`config.mk`:
```
export PLATFORM = sky130hd
export DESIGN_NAME = spi_master_drv
export DESIGN_NICKNAME = d
export VERILOG_FILES = /design/src/rtl/spi_master_drv.sv
export SDC_FILE = /design/constraint.sdc
export NUM_CORES = 1
export LEC_CHECK = 0
export CORE_MARGIN = 2
export CORE_UTILIZATION = 50
export CTS_CLUSTER_DIAMETER = 150
export CTS_CLUSTER_SIZE = 25
export DETAILED_ROUTE_END_ITERATION = 12
export DONT_BUFFER_PORTS = 1
export MAX_ROUTING_LAYER = met4
export PLACE_DENSITY_LB_ADDON = 0.1
export SLEW_MARGIN = 20
export SYNTH_ARGS = -nofsm -noshare
export SYNTH_HDL_FRONTEND = slang
export SYNTH_SLANG_ARGS = --single-unit
```
`constraint.sdc`:
```
create_clock -name clk -period 2.31 [get_ports clk]
set_clock_uncertainty 0.1 [all_clocks]
set_input_delay 0.3465 -clock clk [delete_from_list [all_inputs] [get_ports clk]]
set_output_delay 0.3465 -clock clk [all_outputs]
set_load 0.05 [all_outputs]
```
`src/rtl/spi_master_drv.sv`:
```
// spi_master_drv: SPI master serializing 11-bit RAM command frames and collecting read-data replies.
// Define SPI_MASTER_ASSERT_EN to compile in protocol assertions and covers.
module spi_master_drv #(
  parameter int RD_WAIT = 2
) (
  input  logic       clk,
  input  logic       rst,
  input  logic       cmd_valid,
  output logic       cmd_ready,
  input  logic [1:0] cmd_op,
  input  logic [7:0] cmd_data,
  output logic       rd_valid,
  output logic [7:0] rd_data,
  output logic       busy,
  output logic       ss_n,
  output logic       mosi,
  input  logic       miso
);
  typedef enum logic [2:0] {IDLE, SEND, WAIT, RECV, GAP} state_t;
  localparam logic [3:0] WAIT_LAST = 4'(RD_WAIT == 0 ? 0 : RD_WAIT - 1);
  state_t state, state_n;
  logic [3:0] cnt;
  logic [10:0] frame;
  logic [7:0] rx;
  logic is_rd;
  logic accept;
  logic recv_done;
  assign cmd_ready = state == IDLE;
  assign busy = state != IDLE;
  assign accept = cmd_valid && cmd_ready;
  assign recv_done = state == RECV && state_n == GAP;
  always_comb begin
    state_n = state;
    case (state)
      IDLE: state_n = cmd_valid ? SEND : IDLE;
      SEND: state_n = cnt != 4'd10 ? SEND : !is_rd ? GAP : RD_WAIT == 0 ? RECV : WAIT;
      WAIT: state_n = cnt == WAIT_LAST ? RECV : WAIT;
      RECV: state_n = cnt == 4'd7 ? GAP : RECV;
      default: state_n = IDLE;
    endcase
  end
  // mosi/ss_n are registered from the next state so they line up with the state they describe
  always_ff @(posedge clk or posedge rst) begin
    if (rst) begin
      state <= IDLE;
      cnt <= 4'd0;
      frame <= 11'd0;
      rx <= 8'd0;
      is_rd <= 1'b0;
      ss_n <= 1'b1;
      mosi <= 1'b0;
      rd_valid <= 1'b0;
      rd_data <= 8'd0;
    end else begin
      state <= state_n;
      cnt <= (state_n != state || state == IDLE) ? 4'd0 : cnt + 4'd1;
      if (accept) begin
        frame <= {cmd_op[1], cmd_op, cmd_data};
        is_rd <= &cmd_op;
      end else if (state == SEND) begin
        frame <= {frame[9:0], 1'b0};
      end
      rx <= state == RECV ? {rx[6:0], miso} : rx;
      ss_n <= !(state_n == SEND || state_n == WAIT || state_n == RECV);
      mosi <= state_n != SEND ? 1'b0 : state == IDLE ? cmd_op[1] : frame[9];
      rd_valid <= recv_done;
      rd_data <= recv_done ? {rx[6:0], miso} : rd_data;
    end
  end
`ifdef SPI_MASTER_ASSERT_EN
  localparam int RD_LEN = 19 + RD_WAIT;
  a_rst_ss: assert property (@(posedge clk) $fell(rst) |-> ss_n);
  c_rst_ss: cover property (@(posedge clk) $fell(rst) ##0 ss_n);
  a_wr_len: assert property (@(posedge clk) disable iff (rst) $fell(ss_n) && !is_rd |-> !ss_n [*11] ##1 ss_n);
  c_wr_len: cover property (@(posedge clk) disable iff (rst) $fell(ss_n) && !is_rd ##0 !ss_n [*11] ##1 ss_n);
  a_rd_len: assert property (@(posedge clk) disable iff (rst) $fell(ss_n) && is_rd |-> !ss_n [*RD_LEN] ##1 ss_n);
  c_rd_len: cover property (@(posedge clk) disable iff (rst) $fell(ss_n) && is_rd ##0 !ss_n [*RD_LEN] ##1 ss_n);
  a_rv_single: assert property (@(posedge clk) disable iff (rst) rd_valid |=> !rd_valid);
  c_rv_single: cover property (@(posedge clk) disable iff (rst) rd_valid ##1 !rd_valid);
  a_rv_src: assert property (@(posedge clk) disable iff (rst) rd_valid |-> is_rd);
  c_rv_src: cover property (@(posedge clk) disable iff (rst) rd_valid && is_rd);
  a_excl: assert property (@(posedge clk) !(cmd_ready && busy));
  c_excl: cover property (@(posedge clk) cmd_ready && !busy);
`endif
endmodule
```
==> out/metrics.yaml <==
hp-class: "in -> reg"
postRouteAntennaNets: 0
first_iter_violations: 55
yosysWarningCount: 0
yosysSeqAreaShare: 0.540
reg2reg_from: "state[2]$_DFF_PP0_"
vias_per_cell: 5.84
holdPathEnd: "rx[0]$_DFFE_PP0N_"
antenna_cells: 0
top_layer: "met4"
synthesis.nets: 148
yosysMostFrequentCell: "dfrtp_1"
drive_above_1_share: 0.259
clock_latency_ns: 0.34
cts-htree-levels: 2
p_leak_nw: 0.806
placed_cell_area_um2: 1720
globalRouteOverflowTotal: 0
grtUsageTotal: 0.198
first_pass_iters: 4
period_minus_slack_ns: 2.00
place_congestion: 0.772
grt_pass1_vias: 1110
reg2reg_slack_ns: 0.51
clk_path_buf_depth: 2
pwr_density_cell_nw_per_um2: 1050
crit_fanout: 14
die_h_um: 61.8
root_buffer: "clkbuf_4"
port_buffers: 0
synth.distinct_cells: 40
peakVddDrop_mv: 0.423
worstPathArrival_ns: 1.56
synth_edf_count: 0
r2r_end: "cnt[2]$_DFF_PP0_"
tritoncts: "done"
fin_tns_setup_ns: 0
yosys-top-cells-area: "dfrtp_1 52%, mux2_2 10%, a22oi_1 4.5%"
ys_async_sr_fraction: 1.00
numCtsBuffers: 5
route.detailed.drc: 0
clkTransAtPathRegs_ns: 0.11
fmax_mhz: 499
yosys.area.top_type: "dfrtp_1"
rows: 20
cp.required_ns: 1.86
final_cell_area_um2: 1790
met2_length_um: 1490
postCtsSetupRepairBufs: 0
syn-cell-area_um2: 1670
n_fill_cell: 268
vias: 1069
dieArea_um2: 3820
synth_common_cells: "35 x dfrtp_1, 15 x mux2_2, 10 x a22oi_1, 6 x nor2b_1, 6 x o2bb2ai_1"
cp-start-kind: "register"
fin_cells: 183
ys_seq_elements: 36
cts.sinks: 36
area_delta_synth_final_pct: 7.12
grt_antenna_before_repair: 0
placed_cells: 174
rsz0062_at_grt: "no"
period_share: 0.867
outcome: "finished clean"
slew_headroom: 0.613
syn_area_per_cell_um2: 12.8
totalWireLength_um: 3030
min-delay-start: "miso"
syn_inst: 131
yosysTopAreaCellShare: 0.524
num_io_pins: 27
die_w_um: 61.8
grt_max_degree: 18
grt_pass1_wl_um: 5230
drv_cap: 0
start_util: 0.534
wl_met3_um: 154
core-area_um2: 3130
hold_violations: 0
min_path_cells: 1
crit_type: "reg -> out"
rr_worst_depth: 3
drt-met1-wl_um: 1330
tightest_slew_ns: 0.580
setup_viol: 0
crit_path_end_kind: "primary output"
finalNetCount: 155
ys.flop_type: "dfrtp_1"
wire_per_inst_um: 16.5
dp_hpwl_um: 2210
slew_violations: 0
[logic make-up after synthesis]
kind of cell / synth area share
fa+ha+maj: 0.0225
compound gates: 0.174
xor+xnor: 0.0105
simple gates: 0.118
buf+inv: 0.0337
flops: 0.540
mux: 0.101
[through the flow]
| stage | util | power (mW) | worst slack [ns] | hold WS [ns] |
|---|---|---|---|---|
| floorplan | - | 1.42 | 0.0750 | 0.357 |
| global placement | 0.550 | 1.54 | 0.561 | 0.223 |
| detailed placement | 0.550 | 1.56 | 0.533 | 0.232 |
| CTS | 0.572 | 1.89 | 0.289 | 0.0276 |
| global route | 0.572 | 2.01 | 0.181 | 0.0262 |
| finish | 0.572 | 1.87 | 0.307 | 0.0487 |
[cell type report]
class	count	area, µm²	share of cell area
clock buffer	6	41.3	0.0231
clock inverter	2	16.3	0.00909
inverter	4	15.0	0.00839
multi-input combinational	85	712	0.398
sequential	36	902	0.504
tap	44	55.1	0.0308
timing repair buffer	6	47.5	0.0266
[state kept, by name, summed over array words and instances, names as in the netlist]
name,flops
frame,10
rd_data,8
rx,7
cnt,4
state,3
is_rd,1
mosi,1
rd_valid,1
ss_n,1
[worst max-delay path by stage]
stage                        to  depth (start not counted)          startpoint  slack [ns]
2_1_floorplan              busy                          3  state[0]$_DFF_PP0_        0.08
6_report                   busy                          4  state[0]$_DFF_PP0_        0.31
3_5_place_dp   cnt[2]$_DFF_PP0_                          3  state[0]$_DFF_PP0_        0.53
5_1_grt                    busy                          4  state[0]$_DFF_PP0_        0.18
4_1_cts                    busy                          4  state[0]$_DFF_PP0_        0.29
3_3_place_gp   cnt[2]$_DFF_PP0_                          3  state[0]$_DFF_PP0_        0.56
[routing by layer]
metal  GRT usage  vias up
met5           -        -
met4      0.0881        0
met3      0.0580        7
met2       0.301       24
met1       0.247      529
li1            -      509
[where the power goes]
| part | switching [mW] | internal (mW) |
|---|---|---|
| clock network | 0.206 | 0.121 |
| registers | 0.196 | 0.784 |
| logic | 0.306 | 0.257 |
[timing repair]
| action | CTS | global route |
|---|---|---|
| endpoints found under the hold margin | 15 | 0 |
| hold buffers | 1 | 0 |
| resized for setup | 0 | 0 |
[worst max-delay path, stage by stage (launching register included)]
cell and delay (ns):
dfrtp_1 0.52, buf_4 0.25, nor3_2 0.18, inv_1 0.07
buf_4 0.19
[layout by cell type, fill, tap and decap left out, drive strengths merged, types with 2 or more instances in the layout]
cell type and instances:
ha 3, o21ai 6, nor2 6, nand3b 4
nor2b 7, a211oi 2, o2bb2ai 6, nor3b 2
a31oi 4, clkbuf 6, a32oi 2, nand2 3
buf 5, mux2 15, dfrtp 35, a22oi 10
inv 4
Power figures use the tool's default switching activity.
==> variant 1: new RTL, config.mk and constraints unchanged <==
Encoding of `state_t`: now one-hot (5 bits for 5 states).
--- a/src/rtl/spi_master_drv.sv
+++ b/src/rtl/spi_master_drv.sv
@@ -16,7 +16,7 @@
   output logic       mosi,
   input  logic       miso
 );
-  typedef enum logic [2:0] {IDLE, SEND, WAIT, RECV, GAP} state_t;
+  typedef enum logic [4:0] {IDLE = 5'b00001, SEND = 5'b00010, WAIT = 5'b00100, RECV = 5'b01000, GAP = 5'b10000} state_t;
   localparam logic [3:0] WAIT_LAST = 4'(RD_WAIT == 0 ? 0 : RD_WAIT - 1);
   state_t state, state_n;
   logic [3:0] cnt;
Behaviour: same outputs for any inputs over 10 cycles, from zero or initial values and one cycle with rst high; not proved beyond that.
==> variant 1 against the unedited design <==
- die area rose by 5.9%
- area after synthesis rose by 6.3%
- wire length increased by 4.4%
- setup slack worse by 0.062 ns
- power is 2.0% higher
- global-route usage down 1.4 points
- via count up 12%
- final area increased by 6.9%
- sequential cell count is 2 higher
- critical path type unchanged
- largest power group unchanged
==> variant 1: results (changes against the unedited design) <==
Layout
  – Share of layout cells above drive strength 1: 18.1% (was 25.9%)
  – Biggest regs: frame: 10 flops, rd_data: 8 flops, rx: 7 flops (unchanged)
  – Final net count: 187 (was 155)
  – Antenna Cells: 0 (unchanged)

Synth
  – Post-synthesis average cell area: 10.8 sq um (was 12.8 sq um)
  – Syn. warnings: 0 (unchanged)
  – Top post-synthesis cells by count: dfrtp_1, nand2_1, nor2_1, mux2_2 (was dfrtp_1, mux2_2, a22oi_1, nor2b_1, o2bb2ai_1)
  – FFs w/ async S/R, synth: 100% (unchanged)
  – Register area share after synthesis: 53.7% (was 54.0%)
  – Post-Syn Nets: 181 (was 148)
  – Ys flop type: dfrtp_1 (unchanged)
  – Distinct cells, synth: 42 (was 40)
  – Synth area leaders: dfrtp_1, mux2_2, mux2_1 (was dfrtp_1, mux2_2, a22oi_1)

Clocking
  – Clock Path Buffers: 2 (unchanged)
  – Root Buffer Master: clkbuf_4 (unchanged)
  – Post-CTS sizing: 0 (unchanged)
  – Clock Latency Late Sink: 0.33 ns
  – TritonCTS buffer count: 5 (unchanged)
  – Reg clk slew, reported paths: 0.11 ns (about the same)
  – CTS H-tree depth: 2 (unchanged)

Worst hold path
  – Hold crit path type: input port to register (unchanged)
  – Hold Path Sink: rd_data[0]$_DFFE_PP0P_ (was rx[0]$_DFFE_PP0N_)
  – WHS Path Cells: 1 (unchanged)
  – Worst Hold Launch: miso (unchanged)

GRT
  – Largest net degree at the start of global routing: 39 (was 18)
  – Antenna violations before repair: 0 (unchanged)
  – First-pass GRT wire length: 5.54 mm (was 5.23 mm)
  – GRT Util Overall: 18.5% (was 19.8%)

Route
  – Routed wire per std cell: 14.6 microns (was 16.5 microns)
  – Routed vias: 1,198 (was 1,069)
  – DR iter-0 viols: 40 (was 55)
  – Drt first pass iters: 4 (unchanged)
  – Post-Route WL: 3.16 mm (was 3.03 mm)

Timing
  – Worst-Margin Slew: 0.473 ns (was 0.580 ns)
  – Final period util: 89.4% (was 86.7%)

Run status
  – Run status: complete, no violations (unchanged)

Place
  – Placed insts: 208 (was 174)
  – Half-perimeter wire length after placement: 2.24 mm (was 2.21 mm)
  – Routability cong.: 0.797 (was 0.772)
  – Number of port buffers: 0 (unchanged)

Worst setup path
  – CP Max Fanout: 7 (was 14)
  – Reg2reg end: rd_data[7]$_DFFE_PP0P_ (was cnt[2]$_DFF_PP0_)
  – R2R depth: 5 (was 3)
  – Reg2Reg Launch Point: state[1]$_DFF_PP0_ (was state[2]$_DFF_PP0_)
  – R2r setup slk: 0.39 ns (was 0.51 ns)
  – WP data arrival: 1.62 ns (was 1.56 ns)

Power
  – Leak: 0.923 nW (was 0.806 nW)
  – Worst vdd ir: 0.483 mV (was 0.423 mV)
## variant 1: cell types whose count changed after synthesis, moves of 4 or more
cell / change
nand2_1: +18
a31oi_1: +4
a22oi_1: -10
nor2b_1: -4
mux2_1: +8
mux2_2: -6
o2bb2ai_1: -6
nor2_1: +11
## variant 1: power by group
group / internal (mW) / total [mW] / leakage [nW] / switching, mW
clock network: 0.148 / 0.352 / 0.0353 / 0.205
registers: 0.815 / 0.967 / 0.494 / 0.152
logic: 0.234 / 0.589 / 0.394 / 0.354
## variant 1: repair_timing
item / 4_1_cts / 5_1_grt
hold endpoints to repair: 36 / 0
hold buffers: 1 / 0
setup buffers: 0 / 0
## variant 1: area by class of cell
class                      count  area (sq um)
timing repair buffer           8          62.6
multi-input combinational    110           753
tap                           46          57.6
fill                         332          1450
inverter                       7          26.3
sequential                    38           953
clock buffer                   7          55.1
clock inverter                 1          5.00
## variant 1: metrics by stage
stage                     worst slack, ns  power (mW)  instance area [sq um]  util (%)  hold WS [ns]
after global routing                0.148        2.06                   1910      56.9       0.00965
after detailed placement            0.408        1.57                   1840      54.8         0.283
final                               0.244        1.91                   1910      56.9        0.0426
after floorplan                     0.228        1.43                   1780         -         0.357
after global placement              0.472        1.55                   1840      54.8         0.270
after CTS                           0.246        1.93                   1910      56.9        0.0299
## variant 1: logic make-up (layout without fill, tap and decap cells)
kind of cell	after synthesis	in the layout	synth area share (%)
simple gates	60	60	17.2
flops	38	38	53.7
compound gates	27	27	10.9
mux	17	17	10.8
buf+inv	16	23	3.88
fa+ha+maj	3	3	2.11
xor+xnor	3	3	1.48
## variant 1: worst max path at each step
stage | depth (start not counted) | startpoint | to | slack [ns]
after detailed placement | 5 | cnt[0]$_DFF_PP0_ | cnt[2]$_DFF_PP0_ | 0.41
after global placement | 5 | state[1]$_DFF_PP0_ | rd_data[7]$_DFFE_PP0P_ | 0.47
after CTS | 4 | state[3]$_DFF_PP0_ | busy | 0.25
after floorplan | 3 | state[2]$_DFF_PP0_ | busy | 0.23
after global routing | 4 | state[3]$_DFF_PP0_ | busy | 0.15
final | 4 | state[2]$_DFF_PP0_ | busy | 0.24
## variant 1: routing by layer
metal | global-route usage [%] | vias to the layer above | wire [microns]
met5 | - | - | 0
li1 | - | 584 | -
met1 | 21.7 | 592 | 1460
met3 | 5.18 | 5 | 113
met2 | 30.4 | 17 | 1540
met4 | 6.52 | 0 | 53
## variant 1: worst max-delay path: stages, from the launching register on
cell,delay [ns]
dfrtp_1,0.49
nor2_1,0.34
and3_1,0.24
inv_1,0.04
buf_4,0.18
==> variant 2: new RTL, same settings <==
Made on the original files. Take the reset off `rd_data` and load it in a clocked block of its own.
--- a/src/rtl/spi_master_drv.sv
+++ b/src/rtl/spi_master_drv.sv
@@ -50,7 +50,6 @@
       ss_n <= 1'b1;
       mosi <= 1'b0;
       rd_valid <= 1'b0;
-      rd_data <= 8'd0;
     end else begin
       state <= state_n;
       cnt <= (state_n != state || state == IDLE) ? 4'd0 : cnt + 4'd1;
@@ -64,8 +63,11 @@
       ss_n <= !(state_n == SEND || state_n == WAIT || state_n == RECV);
       mosi <= state_n != SEND ? 1'b0 : state == IDLE ? cmd_op[1] : frame[9];
       rd_valid <= recv_done;
-      rd_data <= recv_done ? {rx[6:0], miso} : rd_data;
     end
+  end
+
+  always_ff @(posedge clk) begin
+    rd_data <= recv_done ? {rx[6:0], miso} : rd_data;
   end
 `ifdef SPI_MASTER_ASSERT_EN
   localparam int RD_LEN = 19 + RD_WAIT;
Check against the original RTL: no difference found for any inputs over 10 cycles, from zero or initial values and one cycle with rst high; that may be too few to reach the edited logic, so the function may still have changed.
==> variant 2 against the unedited design <==
- final cell count fell by 8.2%
- area after synthesis down 4.9%
- largest power group unchanged
- worst hold slack worse by 0.020 ns
- largest cell class unchanged
- core utilization grew 0.65 points
- power rose by 13%
- final area down 2.1%
- via count is 13% lower
- critical path type unchanged
- setup slack got worse by 0.056 ns
- global-route usage down 2.1 points
- wire length is 12% lower
- sequential cell count is the same
- synthesized cell count shrank 15%
- highest routed layer unchanged
- combinational power grew 15%
==> variant 2: results (changes against the unedited design) <==
Run status
  – Run status: complete, no violations (unchanged)

Worst hold path
  – Worst Hold Launch: cmd_data[0] (was miso)
  – Hold crit path type: input port to register (unchanged)

GRT
  – Antenna violations before repair: 0 (unchanged)
  – First-pass GRT wire length: 4.46 mm (was 5.23 mm)
  – GRT Util Overall: 17.7% (was 19.8%)
  – Largest net degree at the start of global routing: 29 (was 18)
  – Number of global-route vias before repair: 900 (was 1,110)

Clocking
  – Root Buffer Master: clkbuf_4 (unchanged)
  – CTS H-tree depth: 2 (unchanged)
  – Reg clk slew, reported paths: 0.11 ns (about the same)
  – TritonCTS buffer count: 5 (unchanged)
  – Clock Path Buffers: 2 (unchanged)
  – Clock Latency Late Sink: 0.33 ns

Power
  – Pwr Density: 1210 nW/um^2 (was 1050 nW/um^2)
  – Leak: 0.826 nW (was 0.806 nW)
  – Worst vdd ir: 0.712 mV (was 0.423 mV)

Route
  – Drt first pass iters: 4 (unchanged)
  – DR iter-0 viols: 29 (was 55)
  – Post-Route WL: 2.67 mm (was 3.03 mm)
  – Routed vias: 933 (was 1,069)

Layout
  – Final net count: 140 (was 155)
  – Share of layout cells above drive strength 1: 24.2% (was 25.9%)
  – Filler cells: 254 (was 268)
  – Antenna Cells: 0 (unchanged)
  – Post-Layout Cell Count: 168 (was 183)
  – Biggest regs: frame: 10 flops, rd_data: 8 flops, rx: 7 flops (unchanged)

Timing
  – Relative slew slack: 69.8% (was 61.3%)

Synth
  – FFs w/ async S/R, synth: 77.8% (was 100%)
  – Ys flop type: dfrtp_1 (unchanged)
  – Top post-synthesis cells by count: dfrtp_1, a21o_1, a22o_1, edfxtp_1, mux2_2 (was dfrtp_1, mux2_2, a22oi_1, nor2b_1, o2bb2ai_1)
  – Post-synth EDFFs: 8 (was 0)
  – Synth area leaders: dfrtp_1, edfxtp_1, a22o_1 (was dfrtp_1, mux2_2, a22oi_1)
  – Distinct cells, synth: 37 (was 40)
  – Syn. warnings: 0 (unchanged)
  – Mapped Cells: 112 (was 131)
  – Post-Syn Nets: 129 (was 148)
  – Register area share after synthesis: 59.3% (was 54.0%)

Worst setup path
  – CP Max Fanout: 10 (was 14)
  – WP data arrival: 1.61 ns (was 1.56 ns)
  – Crit start category: register (unchanged)
  – Crit path from: state[1]$_DFF_PP0_ (was state[0]$_DFF_PP0_)

Place
  – Placed insts: 158 (was 174)
  – Number of port buffers: 0 (unchanged)
  – Half-perimeter wire length after placement: 1.86 mm (was 2.21 mm)
  – Routability cong.: 0.745 (was 0.772)
## variant 2: power breakdown
part           internal, mW  switching [mW]  total (mW)  leakage, nW
logic                 0.320           0.330       0.650        0.355
clock network         0.227           0.200       0.427       0.0422
registers             0.835           0.204        1.04        0.428
## variant 2: kinds of logic (layout without fill, tap and decap cells)
group | count (synthesis) | after routing | synth area share, %
AO/OA/AOI/OAI | 30 | 30 | 16.8
buffers and inverters | 10 | 22 | 3.47
AND/OR/NAND/NOR | 23 | 23 | 11.3
multiplexers | 8 | 8 | 5.60
adder cells (fa/ha/maj) | 3 | 3 | 2.36
XOR/XNOR | 2 | 2 | 1.10
flip-flops | 36 | 36 | 59.3
## variant 2: layout make-up
type	instances	area [sq um]	share of cell area, %
Clock buffer	6	41.3	2.36
Timing Repair Buffer	8	65.1	3.71
Tap cell	44	55.1	3.14
Sequential cell	36	942	53.8
Inverter	6	22.5	1.29
Clock inverter	2	35.0	2.00
Multi-Input combinational cell	66	591	33.7
## variant 2: path summary, 6_finish.rpt
check	cells after the start	end	slack, ns
min in group asynchronous	3	rx[1]$_DFFE_PP0N_	0.41
worst max register to register	4	rd_data[5]$_DFFE_PP_	0.47
max in group asynchronous	3	ss_n$_DFF_PP1_	1.39
worst max-delay path	3	cmd_ready	0.25
worst min-delay path	2	frame[0]$_DFFE_PP0P_	0.03
worst min register to register	0	rd_data[7]$_DFFE_PP_	0.35
## variant 2: stage by stage
stage                     setup WS, ns  utilization (%)  cell area (sq um)
after floorplan                  0.340                -               1590
after global placement           0.529             54.7               1660
after detailed placement         0.460             54.7               1660
after CTS                        0.240             57.9               1750
after global routing             0.157             57.9               1750
final                            0.251             57.9               1750
## variant 2: what timing repair did
item,4_1_cts,5_1_grt
setup buffers,0,0
gates resized for setup,0,0
hold endpoints to repair,28,0
setup endpoints to repair,0,0
hold buffers,2,0
## variant 2: worst max-delay path, cell delays in order (launching register included)
cell and delay, ns:
dfrtp_1 0.53, or3_1 0.49, inv_1 0.08, buf_4 0.19
## variant 2: routing by layer
| layer | GRT usage [%] | wire length [microns] | vias to the layer above |
|---|---|---|---|
| met1 | 22.6 | 1230 | 460 |
| met5 | - | 0 | - |
| met2 | 26.2 | 1290 | 23 |
| li1 | - | - | 444 |
| met3 | 5.97 | 112 | 6 |
| met4 | 6.67 | 38 | 0 |
